==> src/rtl/button_conditioner_if.sv <==
// button_conditioner_if: raw button pin in, debounced level and event strobes out
interface button_conditioner_if;
    logic btn_n;
    logic pressed;
    logic press_pulse;
    logic release_pulse;
    logic long_pulse;
    modport master(output btn_n, input pressed, press_pulse, release_pulse, long_pulse);
    modport slave(input btn_n, output pressed, press_pulse, release_pulse, long_pulse);
endinterface

==> src/rtl/button_conditioner.sv <==
// button_conditioner: synchronizes and debounces an active-low button into a level plus press/release/long strobes
module button_conditioner #(
    parameter int COUNT_WIDTH    = 32,
    parameter int DEBOUNCE_COUNT = 240000 - 1,
    parameter int HOLD_COUNT     = 12000000 - 1
) (
    input logic clk,
    input logic rst,
    button_conditioner_if.slave b
);
    localparam logic [1:0] IDLE         = 2'd0;
    localparam logic [1:0] PRESS_WAIT   = 2'd1;
    localparam logic [1:0] PRESSED      = 2'd2;
    localparam logic [1:0] RELEASE_WAIT = 2'd3;
    localparam logic [COUNT_WIDTH-1:0] DC  = COUNT_WIDTH'(DEBOUNCE_COUNT);
    localparam logic [COUNT_WIDTH-1:0] HC  = COUNT_WIDTH'(HOLD_COUNT);
    localparam logic [COUNT_WIDTH-1:0] ONE = COUNT_WIDTH'(1);

    logic [1:0] state;
    logic sync1, btn_s, long_done, rel_acc, holding;
    logic [COUNT_WIDTH-1:0] cnt, hold;

    // a release accepted this edge wins over a long strobe due on the same edge
    assign rel_acc = state == RELEASE_WAIT && !btn_s && cnt == DC;
    assign holding = (state == PRESSED || state == RELEASE_WAIT) && !rel_acc;

    always_ff @(posedge clk) begin
        if (rst) begin
            sync1           <= 1'b0;
            btn_s           <= 1'b0;
            state           <= IDLE;
            cnt             <= '0;
            hold            <= '0;
            long_done       <= 1'b0;
            b.pressed       <= 1'b0;
            b.press_pulse   <= 1'b0;
            b.release_pulse <= 1'b0;
            b.long_pulse    <= 1'b0;
        end else begin
            sync1           <= ~b.btn_n;
            btn_s           <= sync1;
            b.press_pulse   <= 1'b0;
            b.release_pulse <= 1'b0;
            b.long_pulse    <= 1'b0;
            case (state)
                IDLE: if (btn_s) begin
                    state <= PRESS_WAIT;
                    cnt   <= '0;
                end
                PRESS_WAIT: if (!btn_s) state <= IDLE;
                else if (cnt == DC) begin
                    state         <= PRESSED;
                    b.pressed     <= 1'b1;
                    b.press_pulse <= 1'b1;
                    hold          <= '0;
                    long_done     <= 1'b0;
                end else cnt <= cnt + ONE;
                PRESSED: if (!btn_s) begin
                    state <= RELEASE_WAIT;
                    cnt   <= '0;
                end
                RELEASE_WAIT: if (btn_s) state <= PRESSED;
                else if (cnt == DC) begin
                    state           <= IDLE;
                    b.pressed       <= 1'b0;
                    b.release_pulse <= 1'b1;
                end else cnt <= cnt + ONE;
                default: state <= IDLE;
            endcase
            if (holding) begin
                if (hold == HC && !long_done) begin
                    b.long_pulse <= 1'b1;
                    long_done    <= 1'b1;
                end else if (hold != HC) hold <= hold + ONE;
            end
        end
    end
endmodule

==> src/flat_wrapper.sv <==
// flat-port wrapper written by rule: the top's interface ports become plain ports
module button_conditioner_flat 
#(
    parameter int COUNT_WIDTH    = 32,
    parameter int DEBOUNCE_COUNT = 240000 - 1,
    parameter int HOLD_COUNT     = 12000000 - 1
)
  (clk, rst, b_btn_n, b_pressed, b_press_pulse, b_release_pulse, b_long_pulse);
  button_conditioner_if b_i ();
  input logic clk;
  input logic rst;
  input wire logic [$bits(b_i.btn_n)-1:0] b_btn_n;
  output wire logic [$bits(b_i.pressed)-1:0] b_pressed;
  output wire logic [$bits(b_i.press_pulse)-1:0] b_press_pulse;
  output wire logic [$bits(b_i.release_pulse)-1:0] b_release_pulse;
  output wire logic [$bits(b_i.long_pulse)-1:0] b_long_pulse;
  assign b_i.btn_n = b_btn_n;
  assign b_pressed = b_i.pressed;
  assign b_press_pulse = b_i.press_pulse;
  assign b_release_pulse = b_i.release_pulse;
  assign b_long_pulse = b_i.long_pulse;
  button_conditioner #(.COUNT_WIDTH(COUNT_WIDTH), .DEBOUNCE_COUNT(DEBOUNCE_COUNT), .HOLD_COUNT(HOLD_COUNT)) u_core (.clk(clk), .rst(rst), .b(b_i));
endmodule
==> config.mk <==
export PLATFORM = sky130hd
export DESIGN_NAME = button_conditioner_flat
export DESIGN_NICKNAME = d
export VERILOG_FILES = /design/src/rtl/button_conditioner_if.sv /design/src/rtl/button_conditioner.sv /design/src/flat_wrapper.sv
export SDC_FILE = /design/constraint.sdc
export NUM_CORES = 1
export LEC_CHECK = 0
export CORE_ASPECT_RATIO = 0.75
export CORE_MARGIN = 10
export CORE_UTILIZATION = 66
export DETAILED_ROUTE_END_ITERATION = 8
export MAX_ROUTING_LAYER = met4
export PLACE_DENSITY = 0.84
export SLEW_MARGIN = 25
export SYNTH_ARGS = -nofsm -noshare
export SYNTH_HDL_FRONTEND = slang
export SYNTH_SLANG_ARGS = --single-unit
==> constraint.sdc <==
create_clock -name clk -period 5.1 [get_ports clk]
set_clock_uncertainty 0.2 [all_clocks]
set_input_delay 1.02 -clock clk [delete_from_list [all_inputs] [get_ports clk]]
set_output_delay 1.02 -clock clk [all_outputs]
set_load 0.05 [all_outputs]
Word-level counts from Yosys, hierarchy flattened
Index checks and enable logic that the tools add are counted.
{"block": "word_totals", "output_inout_bits": 4, "reg_bits": 73, "elab_cells": 78}
{"block": "classes", "n_mux": 31, "bitwise_logic": 5, "reduce_logical": 16, "addsub": 2, "eq_ne": 14}
{"cell": "32-bit 2-to-1 mux", "count": 11}
{"cell": "32-bit one-hot mux with 4 select lines", "count": 1}
{"cell": "32-bit by 1-bit adder with 32-bit output, second input constant", "count": 2}
{"cell": "32-bit by 18-bit == test with 1-bit output, second input constant", "count": 1}
{"cell": "32-bit by 24-bit == test with 1-bit output, second input constant", "count": 1}
{"cell": "32-bit by 24-bit inequality test with 1-bit output, second input constant", "count": 1}
{"cell": "2-bit 2-to-1 mux", "count": 6}
{"cell": "1-bit 2-to-1 mux", "count": 11}
{"cell": "2-bit one-hot mux with 4 select lines", "count": 1}
{"cell": "4-bit AND reduction", "count": 2}
{"cell": "2-bit by 1-bit inequality test with 1-bit output, second input constant", "count": 3}
{"cell": "2-bit inequality test, second input constant", "count": 3}
{"cell": "3-bit OR reduction", "count": 2}
{"cell": "1-bit inverter", "count": 5}
{"cell": "5-bit AND reduction", "count": 1}
{"cell": "2-bit == test, second input constant", "count": 2}
{"cell": "1-bit logical AND", "count": 4}
{"cell": "1-bit zero test", "count": 3}
{"cell": "3-bit by 2-bit inequality test with 1-bit output, second input constant", "count": 1}
{"cell": "3-bit inequality test, second input constant", "count": 1}
{"cell": "2-bit by 1-bit == test with 1-bit output, second input constant", "count": 1}
{"cell": "2-bit zero test", "count": 1}
{"cell": "1-bit one-hot mux with 2 select lines", "count": 1}
{"cell": "2-bit nonzero test", "count": 1}
{"cell": "2 further kinds", "count": 2}

Logic depth before layout (Yosys ltp)
Gate-level depths: netlist (run 1).
{"block": "depth", "word_depth": 7, "mapped_depth": 10}

Worst setup path before layout (run 1)
Ideal clock, no wire load.
{"block": "synth_timing", "path_type": "reg2reg", "from": "register u_core.cnt[0]", "to": "register u_core.hold[18]", "stages_incl_launch_ff": 8, "n_path_buf": 1, "arrival_time_ns": 1.922, "setup_ns": 0.122, "path_slack_ns": 2.856, "path_cell_list": "dfxtp_1 ha_1 nor4b_1 and4b_1 a21oi_1 o31a_1 buf_2 a221o_1"}
{"block": "synth_between", "elab_chain_cells": 7}
{"item": "from (decl)", "line_no": "button_conditioner.sv:21", "rtl": "logic [COUNT_WIDTH-1:0] cnt, hold;"}
{"item": "from (signal assigned)", "line_no": "button_conditioner.sv:57", "rtl": "end else cnt <= cnt + ONE;"}
{"item": "from (signal assigned)", "line_no": "button_conditioner.sv:67", "rtl": "end else cnt <= cnt + ONE;"}
{"item": "32-bit by 18-bit == test with 1-bit output *", "line_no": "button_conditioner.sv:24, button_conditioner.sv:51"}
{"item": "32-bit 2-to-1 mux", "line_no": "button_conditioner.sv:51", "rtl": "else if (cnt == DC) begin"}
{"item": "32-bit 2-to-1 mux", "line_no": "button_conditioner.sv:50", "rtl": "PRESS_WAIT: if (!btn_s) state <= IDLE;"}
{"item": "32-bit 2-to-1 mux", "line_no": "button_conditioner.sv:45", "rtl": "case (state)"}
{"item": "32-bit 2-to-1 mux", "line_no": "button_conditioner.sv:74", "rtl": "end else if (hold != HC) hold <= hold + ONE;"}
{"item": "32-bit 2-to-1 mux", "line_no": "button_conditioner.sv:71", "rtl": "if (hold == HC && !long_done) begin"}
{"item": "32-bit 2-to-1 mux *", "line_no": "button_conditioner.sv:70", "rtl": "if (holding) begin"}
{"item": "to (signal assigned)", "line_no": "button_conditioner.sv:74"}
{"item": "to (decl)", "line_no": "button_conditioner.sv:21"}
Mark *: on every way between the ends. The rest lies on a longest branch, timed or not.
A chain may end at the register's enable or synchronous reset.

==> reports/qor.txt, run 1 <==
Clock slew at reported path FFs - 80 ps
Max frequency - 274 MHz
CP startpoint - rst
Stages on the worst setup path - 6
Die Wd - 107 um
Gate Count Post-Synth - 447
Worst-margin pin slew - 1020 ps
Max-slew violations - 0
Initial Util - 68.8%
Crit path launch type - primary input
# H-tree levels - 3
Clock root buffer master - clkbuf_8
Antenna Nets Post-Route - 0
Post-Place Setup Slack - 1180 ps
Post-Route Setup TNS - 0 ps
Slowest stage cell, crit path - nor2_2
PD cells - 298 mW/mm^2
Routed WL - 8600 um
Core area - 0.00538 sq mm
CP Data Required Time - 5210 ps
Crit-path cells - clkdlybuf4s50_1 > inv_1 > o31ai_2 > nor2_2 > o311a_1 > a221o_1
Vias - 3358
Synth async-reset ratio - 0%
Setup CP Type - in -> reg
Cts bufs inserted - 9
Vias per cell - 6.41
Unrepaired setup endpoints after global routing - false
Mapped Area - 0.00370 sq mm
Final hold slack - 252 ps
CP endpoint - u_core.hold[18]$_SDFF_PP0_
Gr ovfl total - 0
Maximum vdd drop - 0.000215 V
Post-DR wirelength/cell - 16.4 um
DRC - 0
Max Cap Viol - 0
R2R cell count - 7
Vias in the first global route - 3033
Fin worst setup slack - 1450 ps
Clk_lat worst skew - 370 ps
Die footprint - 0.00904 sq mm
RR Startpoint - u_core.hold[0]$_SDFF_PP0_
FF+latch count, synth - 73
Clk buf depth - 2
Final period util - 71.5%
I/O Pins - 7
Status - finished, final reports clean
Leak - 1.25 nW
Detailed Routing Iterations Pass 1 - 5
CTS tree - done
Min cycle time layout - 3650 ps
Synth Flop Type - dfxtp_1
Total track usage - 20.4%
1st-iter DRT viols - 298
Core Rows - 23
Largest net degree at the start of global routing - 31
Sequential-to-total area share from yosys stat - 39.4%
Area growth from synthesis to layout - 9.05%
Worst Path Max Fanout - 27
Setup violations, final - 0
Total clock sinks - 73
Critical path data arrival time - 3760 ps
Dpl hpwl - 5960 um
Buffers on Ports - 6
Initial antenna violation count - 0
Final Hold Viols - 0
Dpl cell area - 0.00377 sq mm
Mapped Nets - 452
Hold/Removal Path Class - reg -> reg
Cts hold-fix bufs - 0
Final Core Density - 75.1%
Die Y - 84.9 um
Reg2reg end - u_core.hold[30]$_SDFF_PP0_
Slew headroom - 32.1%
CTS resizes - 0
Critical path's top delay family - buffers and inverters
YS warnings - 0
Post-synthesis average cell area - 8.29 sq um
Final GP Congestion - 0.914
Share of post-route cells with drive strength above 1 - 7.35%
CP endpoint kind - register
Critical path buffer and inverter count - 2
Global-route wire length before repair - 14700 um
Fin nets - 449
Post-synthesis cell type count - 58
Antenna cell count - 0
Post-synth EDFFs - 0
Worst path max stage delay - 850 ps
Flop2flop setup slack - 1520 ps
Post-Layout Inst Area - 0.00404 sq mm
Post-CTS Setup Repair Bufs - 0
[cell type report]
cell class / instances / area (sq um)
well taps: 75 / 93.8
inverters: 13 / 48.8
clock buffers: 9 / 124
fillers: 397 / 1340
repair buffers: 7 / 67.6
multi-input cells: 340 / 2100
clock inverters: 7 / 143
flip-flops and latches: 73 / 1460
[state kept, by name, summed over array words and instances, names as in the netlist, named ones only]
name                    flops
u_core.state                1
u_core.b.long_pulse         1
u_core.b.pressed            1
u_core.long_done            1
u_core.b.release_pulse      1
u_core.b.press_pulse        1
u_core.sync1                1
u_core.cnt                 32
u_core.hold                32
u_core.btn_s                1
[report_power, final]
group | switching, W | internal, W | total, W | leakage (nW)
clock | 0.000227 | 0.000375 | 0.000602 | 0.133
combinational | 0.0000210 | 0.00000691 | 0.0000279 | 0.531
sequential | 0.00000199 | 0.000571 | 0.000573 | 0.588
[cells by family (layout without fill, tap and decap cells)]
group / Yosys count / count (layout) / synth area share [%]
AO/OA/AOI/OAI: 72 / 72 / 12.2
XOR/XNOR: 28 / 28 / 6.62
adder cells (fa/ha/maj): 2 / 2 / 0.675
buffers and inverters: 34 / 36 / 4.12
flip-flops: 73 / 73 / 39.4
multiplexers: 4 / 4 / 1.08
AND/OR/NAND/NOR: 234 / 234 / 35.9
[cell usage after synthesis (all sizes together), types with 2 or more instances]
cell | n | area [sq um]
nand3 | 28 | 140
or3 | 14 | 92.6
nand2 | 39 | 149
and3 | 8 | 50.1
inv | 13 | 48.8
and4b | 2 | 20.0
a21oi | 19 | 95.1
nor4b | 6 | 71.3
o311ai | 3 | 26.3
xor2 | 5 | 43.8
clkbuf | 9 | 35.0
a21o | 2 | 15.0
o31ai | 5 | 47.5
and2 | 3 | 18.8
nor2 | 50 | 190
o21ai | 28 | 140
buf | 12 | 68.8
or4 | 4 | 30.0
and4 | 13 | 114
nor3 | 24 | 136
nor4 | 18 | 149
a21boi | 2 | 15.0
xnor2 | 23 | 201
o211ai | 2 | 15.0
dfxtp | 73 | 1460
nand2b | 2 | 12.5
nor3b | 2 | 15.0
mux2i | 4 | 40.0
nand4 | 16 | 100
a221o | 3 | 30.0
ha | 2 | 25.0
[worst reg2reg max path, stage by stage, from the launching register on]
cell,delay [ps]
dfxtp_1,390
ha_1,210
and3_1,270
nand3_1,440
o31ai_2,970
nor2_2,430
and3_1,310
a221o_1,250
[cell usage in the layout, fill, tap and decap left out, types with 5 or more instances in the layout]
| master | n |
|---|---|
| xor2_1 | 5 |
| nand2_1 | 38 |
| and4_1 | 13 |
| nor2_1 | 49 |
| clkdlybuf4s50_1 | 6 |
| inv_1 | 13 |
| xnor2_1 | 23 |
| nand4_1 | 16 |
| nor3_1 | 22 |
| dfxtp_1 | 73 |
| nor4_1 | 15 |
| and3_1 | 8 |
| nand3_1 | 28 |
| clkbuf_8 | 9 |
| o21ai_0 | 25 |
| a21oi_1 | 19 |
| or3_1 | 13 |
[per-stage QoR]
| step | cells | total power, W |
|---|---|---|
| 4_1_cts | 524 | 0.00121 |
| 3_5_place_dp | 508 | 0.000613 |
| 3_3_place_gp | 508 | 0.000612 |
| 5_1_grt | 524 | 0.00124 |
| 6_report | 524 | 0.00120 |
| 2_1_floorplan | 447 | 0.000605 |
[routing by layer]
layer | part of all wire [%] | routed length [um] | vias up | global-route usage (%)
li1 | - | - | 1627 | -
met1 | 48 | 4130 | 1595 | 27.8
met2 | 42 | 3650 | 125 | 27.6
met3 | 8.1 | 692 | 11 | 6.04
met4 | 1.4 | 123 | 0 | 7.61
met5 | 0 | 0 | - | -
[worst min path at each step]
stage	slack, ps	end	start	cells past startpoint
global route	260	u_core.btn_s$_SDFF_PP0_	u_core.sync1$_SDFF_PP0_	1
global placement	220	u_core.btn_s$_SDFF_PP0_	u_core.sync1$_SDFF_PP0_	1
finish	250	u_core.btn_s$_SDFF_PP0_	u_core.sync1$_SDFF_PP0_	1
floorplan	210	u_core.btn_s$_SDFF_PP0_	u_core.sync1$_SDFF_PP0_	1
CTS	250	u_core.btn_s$_SDFF_PP0_	u_core.sync1$_SDFF_PP0_	1
detailed placement	230	u_core.btn_s$_SDFF_PP0_	u_core.sync1$_SDFF_PP0_	1
(Power assumes the default switching activity.)
==> run 2, diff against run 1 <==
Settings changed: CORE_UTILIZATION 66 to 56, PLACE_DENSITY 0.84 to 0.76.
Clock period 5.1 ns to 3.06 ns, I/O delays scaled along.
==> run 2 against run 1 <==
Compared with the run above: wire length is 0.63% lower; via count about the same; final area shrank 1.1%; critical endpoint is now u_core.hold[24]$_SDFF_PP0_; non-clock buffer count up 4; sequential share of layout area increased by 0.40 points; die area rose by 14%; power is 40% higher; count of clock-buffer cells in the layout unchanged; core utilization is 12 points lower; cell count rose by 1.9%.
==> reports/qor.txt, run 2 (synthesized netlist as in run 1, its figures left out) <==
Final Hold Viols - 0 (unchanged)
Antenna Nets Post-Route - 0 (unchanged)
Top flop regs - u_core.cnt (32), u_core.hold (32) (unchanged)
I/O Pins - 7 (unchanged)
Dpl hpwl - 6040 um (was 5960 um)
Hold/Removal Path Class - reg -> reg (unchanged)
Clk_lat worst skew - 340 ps (was 370 ps)
Reg2reg end - u_core.hold[24]$_SDFF_PP0_ (was u_core.hold[30]$_SDFF_PP0_)
Final Power - 0.00168 W (was 0.00120 W)
CP Data Required Time - 3090 ps (was 5210 ps)
Critical path data arrival time - 2730 ps (was 3760 ps)
Initial Util - 58.3% (was 68.8%)
R2R cell count - 7 (unchanged)
Worst Path Max Fanout - 27 (unchanged)
Initial antenna violation count - 0 (unchanged)
Worst path max stage delay - 470 ps (was 850 ps)
Most frequent CP cell - and3_1
Post-Route Setup TNS - 0 ps (unchanged)
Worst-margin pin slew - 791 ps (was 1020 ps)
Core area - 0.00635 sq mm (was 0.00538 sq mm)
Setup CP Type - reg -> reg (was in -> reg)
Commonest cells after routing, fill and taps aside - 73 x dfxtp_1, 49 x nor2_1, 38 x nand2_1, 28 x nand3_1, 25 x o21ai_0 (unchanged)
Area growth from synthesis to layout - 7.87% (was 9.05%)
Total track usage - 17.1% (was 20.4%)
Total clock sinks - 73 (unchanged)
Final hold slack - 255 ps (was 252 ps)
Status - finished, final reports clean (unchanged)
Crit-path cells - ha_1 > and3_1 > nand3_1 > o31ai_2 > nor2_4 > and3_1 > a221o_1 (was clkdlybuf4s50_1 > inv_1 > o31ai_2 > nor2_2 > o311a_1 > a221o_1)
# H-tree levels - 3 (unchanged)
Detailed Routing Iterations Pass 1 - 5 (unchanged)
Final GP Congestion - 0.846 (was 0.914)
Largest net degree at the start of global routing - 31 (unchanged)
RR Startpoint - u_core.hold[0]$_SDFF_PP0_ (unchanged)
Multi-input gate area - 0.00211 sq mm (was 0.00210 sq mm)
DRC - 0 (unchanged)
Cts hold-fix bufs - 0 (unchanged)
Clk buf depth - 2 (unchanged)
Setup violations, final - 0 (unchanged)
Worst Hold Depth - 1 (unchanged)
CTS resizes - 0 (unchanged)
Clock root buffer master - clkbuf_8 (unchanged)
Sequential cell area - 0.00146 sq mm (unchanged)
Leak - 1.22 nW (was 1.25 nW)
Crit path launch type - register (was primary input)
Die footprint - 0.0103 sq mm (was 0.00904 sq mm)
Maximum vdd drop - 0.000303 V (was 0.000215 V)
Min-Delay Startpoint - u_core.sync1$_SDFF_PP0_ (unchanged)
Flop2flop setup slack - 360 ps (was 1520 ps)
Cts bufs inserted - 9 (unchanged)
Max-slew violations - 0 (unchanged)
Final period util - 88.3%
Vias per cell - 6.29 (was 6.41)
Max frequency - 370 MHz
Slew headroom - 47.1% (was 32.1%)
Die Wd - 114 um (was 107 um)
Min cycle time layout - 2700 ps
PD cells - 421 mW/mm^2 (was 298 mW/mm^2)
Commonest non-fill, non-tap cell in the layout - dfxtp_1 (unchanged)
Max Cap Viol - 0 (unchanged)
Global-route wire length before repair - 14700 um (about the same)
1st-iter DRT viols - 246 (was 298)
Clock slew at reported path FFs - 80 ps (about the same)
Hold endpoint - u_core.btn_s$_SDFF_PP0_ (unchanged)
Routed WL - 8540 um (was 8600 um)
CP endpoint kind - register (unchanged)
Fin nets - 453 (was 449)
Vias - 3359 (was 3358)
Post-CTS Setup Repair Bufs - 0 (unchanged)
Buffers on Ports - 6 (unchanged)
Slowest stage cell, crit path - o31ai_2 (was nor2_2)
CTS tree - done (unchanged)
Post-DR wirelength/cell - 16.0 um (was 16.4 um)
Gr ovfl total - 0 (unchanged)
Die Y - 90.4 um (was 84.9 um)
Final Core Density - 62.9% (was 75.1%)
Vias in the first global route - 3093 (was 3033)
Antenna cell count - 0 (unchanged)
Share of post-route cells with drive strength above 1 - 8.17% (was 7.35%)
Unrepaired setup endpoints after global routing - false (unchanged)
Fill cells - 568 (was 397)
Core Rows - 25 (was 23)
==> run 2: cell count changes in the layout (fill, tap and decap cells not counted), sizes merged <==
cell | previous run | this run
clkinvlp | 0 | 4
clkinv | 3 | 2
bufinv | 4 | 0
buf | 1 | 5
inv | 13 | 14
==> run 2: worst max-delay path by stage <==
stage | slack [ps] | to | from
6_report | 360 | u_core.hold[24]$_SDFF_PP0_ | u_core.hold[0]$_SDFF_PP0_
3_3_place_gp | 330 | u_core.hold[18]$_SDFF_PP0_ | rst
5_1_grt | 100 | u_core.hold[9]$_SDFF_PP0_ | u_core.hold[0]$_SDFF_PP0_
3_5_place_dp | 230 | u_core.hold[18]$_SDFF_PP0_ | rst
2_1_floorplan | 820 | u_core.hold[18]$_SDFF_PP0_ | u_core.cnt[0]$_SDFFE_PP0P_
4_1_cts | 230 | u_core.hold[18]$_SDFF_PP0_ | u_core.hold[0]$_SDFF_PP0_
==> run 2: area by class of cell <==
cell class	count	area share [%]
Clock buffer	9	3.10
Clock inverter	7	1.41
Inverter	13	1.22
Multi-Input combinational cell	340	52.7
Sequential cell	73	36.6
Tap cell	81	2.54
Timing Repair Buffer	11	2.44
==> run 2: per-layer routing <==
layer / vias up / share of wire, % / global-route usage, %
met4: 0 / 0.60 / 3.23
met1: 1618 / 49 / 24.0
met3: 6 / 6.7 / 5.44
met2: 97 / 44 / 23.4
met5: - / 0 / -
li1: 1638 / - / -
==> run 2: worst max-delay path, delay by kind of cell (launching register included) <==
family                   cells  cell delay (ps)
AND/OR/NAND/NOR              4             1080
AO/OA/AOI/OAI                2              720
flip-flops                   1              390
adder cells (fa/ha/maj)      1              210
==> run 2: power by group <==
part / internal (W) / leakage (nW) / switching (W)
clock: 0.000299 / 0.0781 / 0.000380
combinational: 0.0000140 / 0.549 / 0.0000357
sequential: 0.000952 / 0.588 / 0.00000312
==> run 2: metrics by stage <==
step / instance area, sq um / std cells / setup slack [ps]
2_1_floorplan: 3700 / 447 / 816
3_3_place_gp: 3800 / 518 / 332
3_5_place_dp: 3810 / 518 / 232
4_1_cts: 3990 / 534 / 232
5_1_grt: 4000 / 534 / 95.2
6_report: 4000 / 534 / 357
